### src/rtl/stream_credit_tx.sv
// Credit-based stream transmitter: forwards valid/ready beats onto a link with no
// backpressure, sending only while it holds credits for free receiver slots.
module stream_credit_tx #(
  parameter int  DATA_WIDTH  = 32,
  parameter type T           = logic [DATA_WIDTH-1:0],
  parameter int  CREDITS     = 8,
  parameter int  LINK_STAGES = 0,
  parameter int  CNT_WIDTH   = $clog2(CREDITS+1)
) (
  input  logic                 clk_i,
  input  logic                 rst_i,
  input  logic                 flush_i,
  input  T                     data_i,
  input  logic                 valid_i,
  output logic                 ready_o,
  output T                     data_o,
  output logic                 valid_o,
  input  logic                 credit_i,
  output logic [CNT_WIDTH-1:0] credits_o,
  output logic                 idle_o,
  output logic                 err_o
);

  localparam logic [CNT_WIDTH-1:0] CNT_MAX = CNT_WIDTH'(CREDITS);
  localparam logic [CNT_WIDTH-1:0] CNT_ONE = CNT_WIDTH'(1);

  logic [CNT_WIDTH-1:0] cnt_q, cnt_d;
  logic                 err_q, err_d;
  logic                 send, overflow, pipe_busy;

  // ready never looks at valid_i, so upstream may wait on ready safely
  assign ready_o  = (cnt_q != '0) && !flush_i;
  assign send     = valid_i && ready_o;
  assign overflow = credit_i && !send && (cnt_q == CNT_MAX);

  always_comb begin
    cnt_d = cnt_q;
    err_d = err_q;
    if (overflow)               err_d = 1'b1;
    else if (send && !credit_i) cnt_d = cnt_q - CNT_ONE;
    else if (credit_i && !send) cnt_d = cnt_q + CNT_ONE;
  end

  always_ff @(posedge clk_i) begin
    if (rst_i) begin
      cnt_q <= CNT_MAX;
      err_q <= 1'b0;
    end else begin
      cnt_q <= cnt_d;
      err_q <= err_d;
    end
  end

  if (LINK_STAGES == 0) begin : g_comb
    assign valid_o   = send;
    assign data_o    = data_i;
    assign pipe_busy = 1'b0;
  end else begin : g_pipe
    logic [LINK_STAGES-1:0] vld_q, vld_d;
    T                       data_q [LINK_STAGES];
    T                       data_d [LINK_STAGES];

    always_comb begin
      vld_d     = '0;
      vld_d[0]  = send;
      data_d[0] = data_i;
      for (int k = 1; k < LINK_STAGES; k++) begin
        vld_d[k]  = vld_q[k-1];
        data_d[k] = data_q[k-1];
      end
    end

    always_ff @(posedge clk_i) begin
      if (rst_i) vld_q <= '0;
      else       vld_q <= vld_d;
    end

    // payload needs no reset; the valid bits qualify it
    always_ff @(posedge clk_i) begin
      data_q <= data_d;
    end

    assign valid_o   = vld_q[LINK_STAGES-1];
    assign data_o    = data_q[LINK_STAGES-1];
    assign pipe_busy = |vld_q;
  end

  assign credits_o = cnt_q;
  assign idle_o    = (cnt_q == CNT_MAX) && !pipe_busy;
  assign err_o     = err_q;

endmodule

### config.mk
export PLATFORM = sky130hd
export DESIGN_NAME = stream_credit_tx
export DESIGN_NICKNAME = d
export VERILOG_FILES = /design/src/rtl/stream_credit_tx.sv
export SDC_FILE = /design/constraint.sdc
export NUM_CORES = 1
export LEC_CHECK = 0
export BUFFER_PORTS_ARGS = -buffer_cell sky130_fd_sc_hd__buf_4
export CAP_MARGIN = 0
export CORE_AREA = 3 3 47 49
export CTS_BUF_LIST = sky130_fd_sc_hd__clkbuf_16
export DETAILED_ROUTE_END_ITERATION = 7
export DIE_AREA = 0 0 50 52
export HOLD_SLACK_MARGIN = 0.03
export PLACE_DENSITY = 0.93
export SETUP_SLACK_MARGIN = 0.05
export SYNTH_ARGS = -nofsm -noshare
export SYNTH_HDL_FRONTEND = slang
export SYNTH_SLANG_ARGS = --single-unit
### constraint.sdc
create_clock -name clk_i -period 3.35 [get_ports clk_i]
set_input_delay 0.335 -clock clk_i [delete_from_list [all_inputs] [get_ports clk_i]]
set_output_delay 0.335 -clock clk_i [all_outputs]
set_load 0.005 [all_outputs]
; After elaboration in Yosys (flattened, before gate mapping)
; Index checks and enable logic that the tools add are counted.
[totals]
regBits = 5
output_inout_bits = 40
[op_classes]
n_addsub = 2
n_eq_ne = 1
n_mux = 2
bitwise_logic = 1
reduce_logical = 11
[op_table]
columns = op, count
row1 = two-way mux 4 bit, 2
row2 = logical AND 1 bit, 5
row3 = "adder 4 x 1 -> 4 bit, second input constant", 1
row4 = "equality test 4 bit, second input constant", 1
row5 = nonzero test 4 bit, 1
row6 = "subtractor 4 x 1 -> 4 bit, second input constant", 1
row7 = zero test 1 bit, 3
row8 = AND reduction 2 bit, 1
row9 = nonzero test 2 bit, 1
row10 = inverter 1 bit, 1

; Depth between registers and ports, before layout
; Gate-level depths: netlist of run 1.
[depth]
word_depth = 8
ltp_mapped = 9
depth_no_buf = 8

; Least setup slack after synthesis of run 1
; Ideal clock, no wire load.
[synth_path]
path_kind = flip-flop to flip-flop
from = register cnt_q[3] (netlist: credits_o[3])
to = register cnt_q[3] (netlist: credits_o[3])
setup_ns = 0.125
arrival_time_ns = 2.185
required_time_ns = 3.225
path_slack_ns = 1.040
stages_incl_launch_ff = 10
n_path_buf = 1
synth_period_minus_slack_ns = 2.310
cell_sequence = dfxtp_1 or4_1 buf_2 nand3_1 inv_1 ha_1 and3_1 or2_2 nor2_1 a221oi_2
[synth_between]
elab_chain_len = 8
elab_cells_between_ends = 15
[synth_lines]
columns = item, line_no
row1 = start: declaration, 27  ; logic [CNT_WIDTH-1:0] cnt_q, cnt_d;
row2 = start signal: assignment, 49  ; cnt_q <= cnt_d;
row3 = "parallel branches: the longest is 8 deep, another holds adder 4 x 1 -> 4 bit", --
; Parallel ways; which one is timed is not known. The select of a mux whose other input is x is not followed.
; A chain may end at the register's enable or synchronous reset.

; Final worst setup path of run 1
; Same ends and word-level chain as after synthesis.

==> summary.txt, run 1 <==
Floorplan
  • Die X: 50 µm
  • DIE AREA: between 0.002 and 0.003 mm²
  • Core area: ~0.0019 mm²
  • I/O pin cnt: 77
  • Cell Rows: 16
  • Initial Util: between 30% and 40%
  • Die H: 52 µm

Drt
  • Wire per inst: 14.52 µm
  • Drt drc: 0
  • Vias post-DR: 448
  • TritonRoute pass-1 iters: 4
  • WL final: 1307 µm
  • Antenna-violating nets left: 0
  • Post-DR vias/cell: between 4 and 5
  • Drt first-iter violations: 9

GRT
  • GRT Overall Usage: 10.64%
  • Vias in the first global route: 430
  • GRT overflow: 0
  • First-pass GRT wire length: 1945 µm
  • Initial antenna violation count: 0
  • Largest net degree at the start of global routing: 10

Synth
  • Top cells by area, synth: buf_4 (37%), dfxtp_1 (16%), ha_1 (3.9%)
  • Cell variety after synth: 29
  • Leading area contributor after synthesis: buf_4
  • Most frequent cell after synthesis: buf_4
  • Mean post-synth cell area: 8.023 µm²
  • Synthesis Warnings: 0
  • Register area share after synthesis: 15.59%
  • Async SR Flop Fraction: 0%
  • Post-synth EDFFs: 0
  • Seq cells post-synth: 5
  • Most used flip-flop cell after synthesis: dfxtp_1
  • Syn nets: 120
  • Synth Instances: 80
  • Post-Synthesis Cell Area: 641.9 µm²
  • Top cell type's share of synthesized area: 37.43%
  • Synth cell count leaders: buf_4 (32), dfxtp_1 (5), nor2_1 (5)

STA
  • Final setup vio count: 0
  • Slew margin rel.: 46.55%
  • Fin crit share: 75.46%
  • Tightest Pin Transition: 0.7906 ns
  • Clock skew: 0.001750 ns
  • Pins Over Slew Limit: 0
  • Fmax achieved: just under 0.4 GHz
  • Hold Vio Cnt, Final: 0
  • Final setup TNS: 0 ns
  • Final period demand of the worst path: approximately 2.5 ns
  • Unrepaired setup endpoints after global routing: no

CTS
  • Clock slew at reported path FFs: 0.03 ns
  • Longest Clk Path Bufs: 2
  • Post-CTS resize count: 0
  • Clk sinks: 5
  • Clk root buf: clkbuf_16
  • Hold-fix buffers at CTS: 0
  • CTS tree: built
  • Worst-Skew Late Latency: 0.23 ns
  • # H-tree levels: 1
  • Post-CTS Setup Bufs: 0
  • TritonCTS Buffers: 3

Critical path
  • Slowest cell on crit path: or4_1
  • Data arrival time of the worst path: approximately 2.6 ns
  • R2r setup slk: 0.82 ns
  • CP peak stage delay: 0.64 ns
  • Max FO, Critical Path: 6
  • WS Path Type: reg2reg
  • Crit. End Element: register
  • CP cell instances: or4_1 -> nand3_1 -> inv_1 -> ha_1 -> and3_1 -> or2_2 -> nor2_1 -> a221oi_2
  • Req. time, crit path: roughly 3.5 ns
  • Worst setup SP type: register

Status
  • Status: completed

Cells and area
  • Fin nets: 104
  • Multi-input logic area: about 280 µm²
  • Area Growth Syn to Fin: -6.628%
  • # diodes: 0
  • Fillcell total: 201
  • Post-route cell area: 599.3 µm²
  • Ratio of cells with drive above 1 in the final layout: 30.16%
  • Register area: 100.1 µm²

Pwr
  • Static leakage: 0.2618 nW
  • Cell Int Power: 0.2553 mW
  • PD cells: about 570 mW/mm²
  • Flop pwr share: 21.7%
  • Clk pwr share: 58.9%
  • Total power draw: 0.3401 mW
  • Switch Pwr: 0.08478 mW
  • Comb pwr share: 19.4%
  • Sw Share: 24.93%
  • Max VDD drop: 193.8 µV

Place
  • IO buf count: 12
  • Post-DP Area: 520.5 µm²
  • HPWL Detailed: a little under 1000 µm
  • GPL Wtd Cong: 0.7816

Run
  • Max_cap viols: 0

Min path
  • Worst hold path class: in2reg
[per-stage QoR]
step / std cells / setup slack, ns / util (%) / hold WS, ns
3_3_place_gp: 86 / 0.9673 / 27.37 / 0.4524
5_1_grt: 90 / 0.7178 / 31.51 / 0.3631
2_1_floorplan: 80 / 1.040 / - / 0.4074
6_report: 90 / 0.8222 / 31.51 / 0.3461
4_1_cts: 90 / 0.8374 / 31.51 / 0.3405
3_5_place_dp: 86 / 0.8441 / 27.37 / 0.4634
[area by class of cell]
cell class                 count  share of cell area, %
sequential                     5                  16.70
timing repair buffer          12                  15.03
inverter                       4                  2.505
clock inverter                 1                 0.6263
clock buffer                   3                  12.53
multi-input combinational     38                  46.97
tap                           27                  5.637
[sequential cells by signal, indices dropped and copies added, names as in the netlist]
register   count
err_o          1
credits_o      4
[cells in the final DEF (no fill, tap or decap), types with 2 or more instances in the layout]
| cell type | count |
|---|---|
| inv_1 | 5 |
| nor2b_1 | 3 |
| nand3_1 | 2 |
| clkbuf_16 | 3 |
| buf_4 | 12 |
| or4_1 | 2 |
| ha_1 | 2 |
| o21ai_0 | 4 |
| dfxtp_1 | 5 |
| nor2_1 | 5 |
| a21oi_1 | 2 |
[power by group through the flow]
stage	sequential [mW]	combinational, mW	clock, mW
after floorplan	0.0727	0.0680	0
after global placement	0.0735	0.0626	0
after detailed placement	0.0743	0.0652	0
after CTS	0.0737	0.0659	0.204
after global routing	0.0746	0.0713	0.209
final	0.0738	0.0659	0.200
[worst max-delay path: cells and delay by family (launching register included)]
kind | cells | cell delay (ns)
AO/OA/AOI/OAI | 1 | 0.07
adder cells (fa/ha/maj) | 1 | 0.34
buffers and inverters | 1 | 0.13
flip-flops | 1 | 0.34
AND/OR/NAND/NOR | 5 | 1.52
[final timing paths]
| path | from | end | depth (start not counted) |
|---|---|---|---|
| min reg2reg | credits_o[2] | credits_o[2] | 2 |
| max | credits_o[3] | credits_o[3] | 8 |
| min | rst_i | credits_o[0] | 2 |
| max reg2reg | credits_o[3] | credits_o[3] | 8 |
[kinds of logic after synthesis]
logic type               share of synthesized area [%]
multiplexers                                     1.560
flip-flops                                       15.60
buffers and inverters                            40.54
XOR/XNOR                                         2.730
AO/OA/AOI/OAI                                    12.67
adder cells (fa/ha/maj)                          7.017
AND/OR/NAND/NOR                                  19.89
[layer usage]
layer / global-route usage, % / vias up / routed length (µm)
met5: 0 / - / 0
met1: 9.012 / 193 / 461
met4: 11.98 / 0 / 76
met2: 15.22 / 36 / 609
li1: - / 203 / -
met3: 7.736 / 16 / 159
(Power assumes the default switching activity.)
==> run 2: changes to the inputs <==
- CORE_AREA: 3 3 47 49 -> 3 3 52 54
- DIE_AREA: 0 0 50 52 -> 0 0 55 57
- PLACE_DENSITY: 0.93 -> 0.81
- clock period: 3.35 -> 2.2 ns (I/O delays scaled with it)
==> run 2 against run 1 <==
Setup slack got worse by 0.77 ns. Cell area rose by 21%. Register-to-register slack got worse by 0.77 ns. Routed wire length rose by 14%. Final cell count rose by 12%. Critical endpoint is now credits_o[1].
==> summary.txt, run 2 (synthesis gave the netlist of run 1 again) <==
Drt
  • WL final: 1485 µm (+14%)
  • Vias post-DR: 497 (+11%)
  • Drt first-iter violations: 8 (-1)
  • Wire per inst: 14.70 µm (+1.2%)
  • TritonRoute pass-1 iters: 4 (unchanged)
  • Post-DR vias/cell: 4.921 (-1.1%)
  • Drt drc: 0 (unchanged)
  • Antenna-violating nets left: 0 (unchanged)

Critical path
  • CP peak stage delay: 0.53 ns (-0.11 ns)
  • WS Path Type: reg2reg
  • RR Endpoint: credits_o[1]
  • Reg2reg path depth: 6 (-2)
  • CP bufs+invs: 0 (-1)
  • Slowest cell on crit path: or4_4
  • Worst setup SP type: register
  • Crit path to: credits_o[1]
  • Req. time, crit path: 2.33 ns (-1.13 ns)
  • Data arrival time of the worst path: 2.28 ns (-0.36 ns)
  • Setup crit start: credits_o[2]
  • Reg2reg start: credits_o[2]
  • Largest delay contributor family on the critical path: simple AND/OR/NAND/NOR gates
  • Crit. path cell count: 6 (-2)
  • Max FO, Critical Path: 3 (-3)
  • Crit. End Element: register
  • R2r setup slk: 0.05 ns (-0.77 ns)
  • CP cell instances: or4_4 -> nand3_4 -> fa_1 -> nand2b_4 -> or4_1 -> o311ai_1

GRT
  • Initial antenna violation count: 0 (unchanged)
  • First-pass GRT wire length: 2270 µm (+17%)
  • GRT Overall Usage: 10.37% (-0.27 points)
  • Vias in the first global route: 535 (+24%)
  • GRT overflow: 0 (unchanged)
  • Largest net degree at the start of global routing: 10 (unchanged)

Floorplan
  • Initial Util: 28.47% (-5.3 points)
  • Cell Rows: 17 (+1)
  • I/O pin cnt: 77 (unchanged)
  • Die X: 55 µm (+10%)
  • DIE AREA: 0.003135 mm² (+21%)
  • Core area: 0.002255 mm² (+19%)
  • Die H: 57 µm (+9.6%)

Cells and area
  • Fin nets: 114 (+9.6%)
  • Number of flip-flops in the largest register: 4 (unchanged)
  • Ratio of cells with drive above 1 in the final layout: 52.05% (+22 points)
  • # diodes: 0 (unchanged)
  • Commonest non-fill, non-tap cell in the layout: buf_4
  • Area Growth Syn to Fin: 12.87%
  • Most frequent cells in the layout: buf_4 (22), inv_1 (4), o21ai_0 (4)

STA
  • Final setup TNS: 0 ns (unchanged)
  • Unrepaired setup endpoints after global routing: yes
  • Final period demand of the worst path: 2.145 ns (-0.3826 ns)
  • Final setup vio count: 0 (unchanged)
  • Tightest Pin Transition: 0.3551 ns (-0.4356 ns)
  • Fmax achieved: 0.4662 GHz (+18%)
  • PnR worst setup slack: 0.05479 ns (-0.7674 ns)
  • Clock skew: 0.0006787 ns (-0.001071 ns)
  • Pins Over Slew Limit: 0 (unchanged)
  • Hold Vio Cnt, Final: 0 (unchanged)
  • Fin crit share: 97.51% (+22 points)
  • Slew margin rel.: 76.29% (+30 points)

CTS
  • Clock slew at reported path FFs: 0.03 ns (about the same)
  • Worst-Skew Late Latency: 0.23 ns (about the same)
  • Clk root buf: clkbuf_16
  • # H-tree levels: 1 (unchanged)
  • Longest Clk Path Bufs: 2 (unchanged)
  • Clk sinks: 5 (unchanged)
  • TritonCTS Buffers: 3 (unchanged)
  • CTS tree: built

Min path
  • Worst hold path class: in2reg

Place
  • HPWL Detailed: 1150 µm (+16%)
  • GPL Wtd Cong: 0.8567 (+9.6%)
  • DP Worst Slack: 0.02366 ns (-0.8204 ns)
  • IO buf count: 12 (unchanged)

Status
  • Status: completed

Pwr
  • Static leakage: 0.3157 nW (+21%)
  • PD cells: 759.6 mW/mm² (+34%)
  • Max VDD drop: 363.5 µV (+88%)

Run
  • Max_cap viols: 0 (unchanged)
## run 2: cell types whose count changed in the layout (fill, tap and decap cells not counted), moves of 2 or more
cell	change
nor2_1	-2
buf_4	+10
nor2_2	+2
dfxtp_1	-2
## run 2: how the worst min path moves through the flow
stage | to | cells past startpoint | startpoint | slack [ns]
after global placement | data_o[19] | 0 | data_i[19] | 0.44
final | err_o | 2 | rst_i | 0.23
after detailed placement | data_o[19] | 0 | data_i[19] | 0.44
after floorplan | err_o | 1 | rst_i | 0.29
after global routing | err_o | 2 | rst_i | 0.24
after CTS | err_o | 2 | rst_i | 0.23
## run 2: final cells by class
type	count	area, µm²
fillers	257	1530
multi-input cells	38	325.3
repair buffers	22	165.2
flip-flops and latches	5	105.1
clock buffers	3	75.07
well taps	28	35.03
inverters	4	15.01
clock inverters	1	3.754
## run 2: timing repair
item | 4_1_cts | 5_1_grt
buffers inserted | 2 | 1
pin swaps | 3 | 3
setup endpoints to repair | 2 | 2
hold buffers | 0 | 0
resized for setup | 0 | 2
## run 2: worst reg2reg max path: cells and delay by family (launching register included)
kind	cells	cell delay [ns]
and+or+nand+nor	4	1.19
adders and majority gates	1	0.44
DFF	1	0.33
AOI/OAI and AO/OA	1	0.09
## run 2: power breakdown
| part | leakage, nW | switching [mW] | total [mW] | internal [mW] |
|---|---|---|---|---|
| Combinational | 0.232 | 0.0645 | 0.144 | 0.0792 |
| Sequential | 0.0414 | 0.00498 | 0.105 | 0.0998 |
| Clock | 0.0423 | 0.0658 | 0.302 | 0.236 |
## run 2: layer usage
layer	wire, µm	vias to the layer above	track usage (%)
met3	176	16	6.266
met5	0	-	0
met4	67	0	9.028
met1	499	231	8.716
li1	-	224	-
met2	742	26	16.39
## run 2: through the flow
stage	cell area [µm²]	power, mW	hold slack, ns	util [%]	cells
6_report	724.4	0.5503	0.2289	32.13	101
5_1_grt	724.4	0.5751	0.2381	32.13	101
4_1_cts	706.9	0.5506	0.2288	31.35	100
3_5_place_dp	613.1	0.2416	0.4400	27.19	94
3_3_place_gp	613.1	0.2356	0.4400	27.19	94
2_1_floorplan	686.9	0.2223	0.2924	-	80
==> run 3: changes to the inputs <==
- CTS_BUF_LIST: sky130_fd_sc_hd__clkbuf_16 -> unset
==> run 3 against run 2 <==
Combinational power barely moved. Sequential share of layout area rose by 1.1 points. Die area did not move. Critical path type unchanged. Largest power group is now combinational cells.
==> summary.txt, run 3 (synthesis gave the netlist of run 1 again) <==
CTS
  • Clk sinks: 5 (unchanged)
  • Worst-Skew Late Latency: 0.25 ns (+0.02 ns)
  • CTS tree: built
  • TritonCTS Buffers: 3 (unchanged)
  • # H-tree levels: 1 (unchanged)
  • Longest Clk Path Bufs: 2 (unchanged)
  • Clock slew at reported path FFs: 0.05 ns (+0.02 ns)
  • Clk root buf: clkbuf_4

Min path
  • Worst hold path class: in2reg
  • Hold EP: err_o
  • Cell count of the worst hold path: 2 (unchanged)
  • Min-delay src: rst_i

Drt
  • Post-DR vias/cell: 4.822 (-2.0%)
  • Wire per inst: 14.49 µm (-1.5%)
  • Vias post-DR: 487 (-2.0%)
  • Antenna-violating nets left: 0 (unchanged)
  • WL final: 1463 µm (-1.5%)
  • Drt drc: 0 (unchanged)
  • Drt first-iter violations: 3 (-5)
  • TritonRoute pass-1 iters: 2 (-2)

GRT
  • GR Layer Usage met3: 5.483% (-0.78 points)
  • GR Util met2: 15.20% (-1.2 points)
  • GRT Overall Usage: 9.651% (-0.72 points)
  • Global routing's busiest layer: met2
  • Initial antenna violation count: 0 (unchanged)
  • First-pass GRT wire length: 2173 µm (-4.3%)
  • Vias in the first global route: 513 (-4.1%)
  • GRT overflow: 0 (unchanged)
  • Largest net degree at the start of global routing: 10 (unchanged)
  • Met1 layer usage reported by global route: 9.033% (+0.32 points)

STA
  • Hold Vio Cnt, Final: 0 (unchanged)
  • Pins Over Slew Limit: 0 (unchanged)
  • Final period demand of the worst path: 2.143 ns (-0.002273 ns)
  • Fin crit share: 97.41% (-0.10 points)
  • Slew margin rel.: 76.21% (about the same)
  • Fmax achieved: 0.4667 GHz (+0.11%)
  • Final setup vio count: 0 (unchanged)
  • Final setup TNS: 0 ns (unchanged)
  • PnR worst setup slack: 0.05706 ns (+0.002273 ns)
  • Clock skew: 0.001461 ns (+0.0007828 ns)
  • Unrepaired setup endpoints after global routing: yes
  • Tightest Pin Transition: 0.3562 ns (+0.001106 ns)

Cells and area
  • Most frequent cells in the layout: buf_4 (22), o21ai_0 (4)
  • Number of flip-flops in the largest register: 4 (unchanged)
  • Fin nets: 114 (unchanged)
  • # diodes: 0 (unchanged)
  • Area Growth Syn to Fin: 4.678%
  • Fillcell total: 259 (+0.78%)
  • Post-route cell area: 671.9 µm² (-7.3%)
  • Commonest non-fill, non-tap cell in the layout: buf_4
  • Ratio of cells with drive above 1 in the final layout: 52.05% (unchanged)

Floorplan
  • DIE AREA: 0.003135 mm² (unchanged)
  • Core area: 0.002255 mm² (unchanged)
  • Initial Util: 28.47% (unchanged)
  • I/O pin cnt: 77 (unchanged)
  • Die H: 57 µm (unchanged)
  • Cell Rows: 17 (unchanged)
  • Die X: 55 µm (unchanged)

Critical path
  • CP cell instances: or4_4 -> nand3_4 -> fa_1 -> nand2b_4 -> or4_1 -> o311ai_1
  • Reg2reg start: credits_o[2]
  • Largest delay contributor family on the critical path: simple AND/OR/NAND/NOR gates
  • Max FO, Critical Path: 3 (unchanged)
  • Slowest cell on crit path: or4_4
  • CP peak stage delay: 0.53 ns (about the same)
  • CP bufs+invs: 0 (unchanged)
  • R2r setup slk: 0.06 ns (about the same)
  • Req. time, crit path: 2.36 ns (+0.03 ns)
  • Reg2reg path depth: 6 (unchanged)
  • Worst setup SP type: register
  • WS Path Type: reg2reg
  • RR Endpoint: credits_o[1]
  • Crit. End Element: register
  • Data arrival time of the worst path: 2.30 ns (+0.02 ns)

Place
  • DP Worst Slack: 0.02366 ns (unchanged)
  • IO buf count: 12 (unchanged)
  • Post-DP Area: 613.1 µm² (unchanged)
  • HPWL Detailed: 1150 µm (unchanged)
  • GPL Wtd Cong: 0.8567 (unchanged)

Pwr
  • Total power draw: 0.3640 mW (-34%)
  • Max VDD drop: 200.1 µV (-45%)
  • PD cells: 541.7 mW/mm² (-29%)
  • Static leakage: 0.2884 nW (-8.7%)

Status
  • Status: completed

Run
  • Max_cap viols: 0 (unchanged)
## run 3: worst max-delay path by stage
| stage | cells after the start | startpoint | to |
|---|---|---|---|
| floorplan | 7 | credits_o[2] | credits_o[1] |
| global route | 6 | credits_o[2] | credits_o[1] |
| finish | 6 | credits_o[2] | credits_o[1] |
| CTS | 6 | credits_o[2] | credits_o[1] |
| detailed placement | 6 | credits_o[2] | credits_o[1] |
| global placement | 6 | credits_o[2] | credits_o[1] |
## run 3: final cells by class
class | instances | area (µm²) | share of cell area, %
multi-input cells | 38 | 325.3 | 48.42
repair buffers | 22 | 165.2 | 24.58
clock buffers | 4 | 26.28 | 3.911
inverters | 4 | 15.01 | 2.235
flip-flops and latches | 5 | 105.1 | 15.64
well taps | 28 | 35.03 | 5.214
## run 3: per-stage QoR
step | hold WS (ns) | utilization (%) | instances
after CTS | 0.2035 | 29.02 | 100
final | 0.2071 | 29.80 | 101
after global routing | 0.2119 | 29.80 | 101
after floorplan | 0.2924 | - | 80
after global placement | 0.4400 | 27.19 | 94
after detailed placement | 0.4400 | 27.19 | 94
## run 3: routing by layer
metal  vias to the layer above  routed length [µm]
li1                        224                   -
met1                       227                 527
met2                        22                 720
met3                        14                 159
met4                         0                  56
met5                         -                   0
## run 3: what timing repair did
item | in CTS | in global routing
setup endpoints to repair | 2 | 2
hold endpoints to repair | 0 | 0
gates resized for setup | 0 | 2
buffers inserted | 2 | 1
pin swaps | 3 | 3
cloned | 0 | 0
hold buffers | 0 | 0
## run 3: power breakdown
| part | switching, mW | internal [mW] |
|---|---|---|
| Clock | 0.0467 | 0.0692 |
| Combinational | 0.0647 | 0.0792 |
| Sequential | 0.00493 | 0.0993 |
| Total | 0.116 | 0.248 |
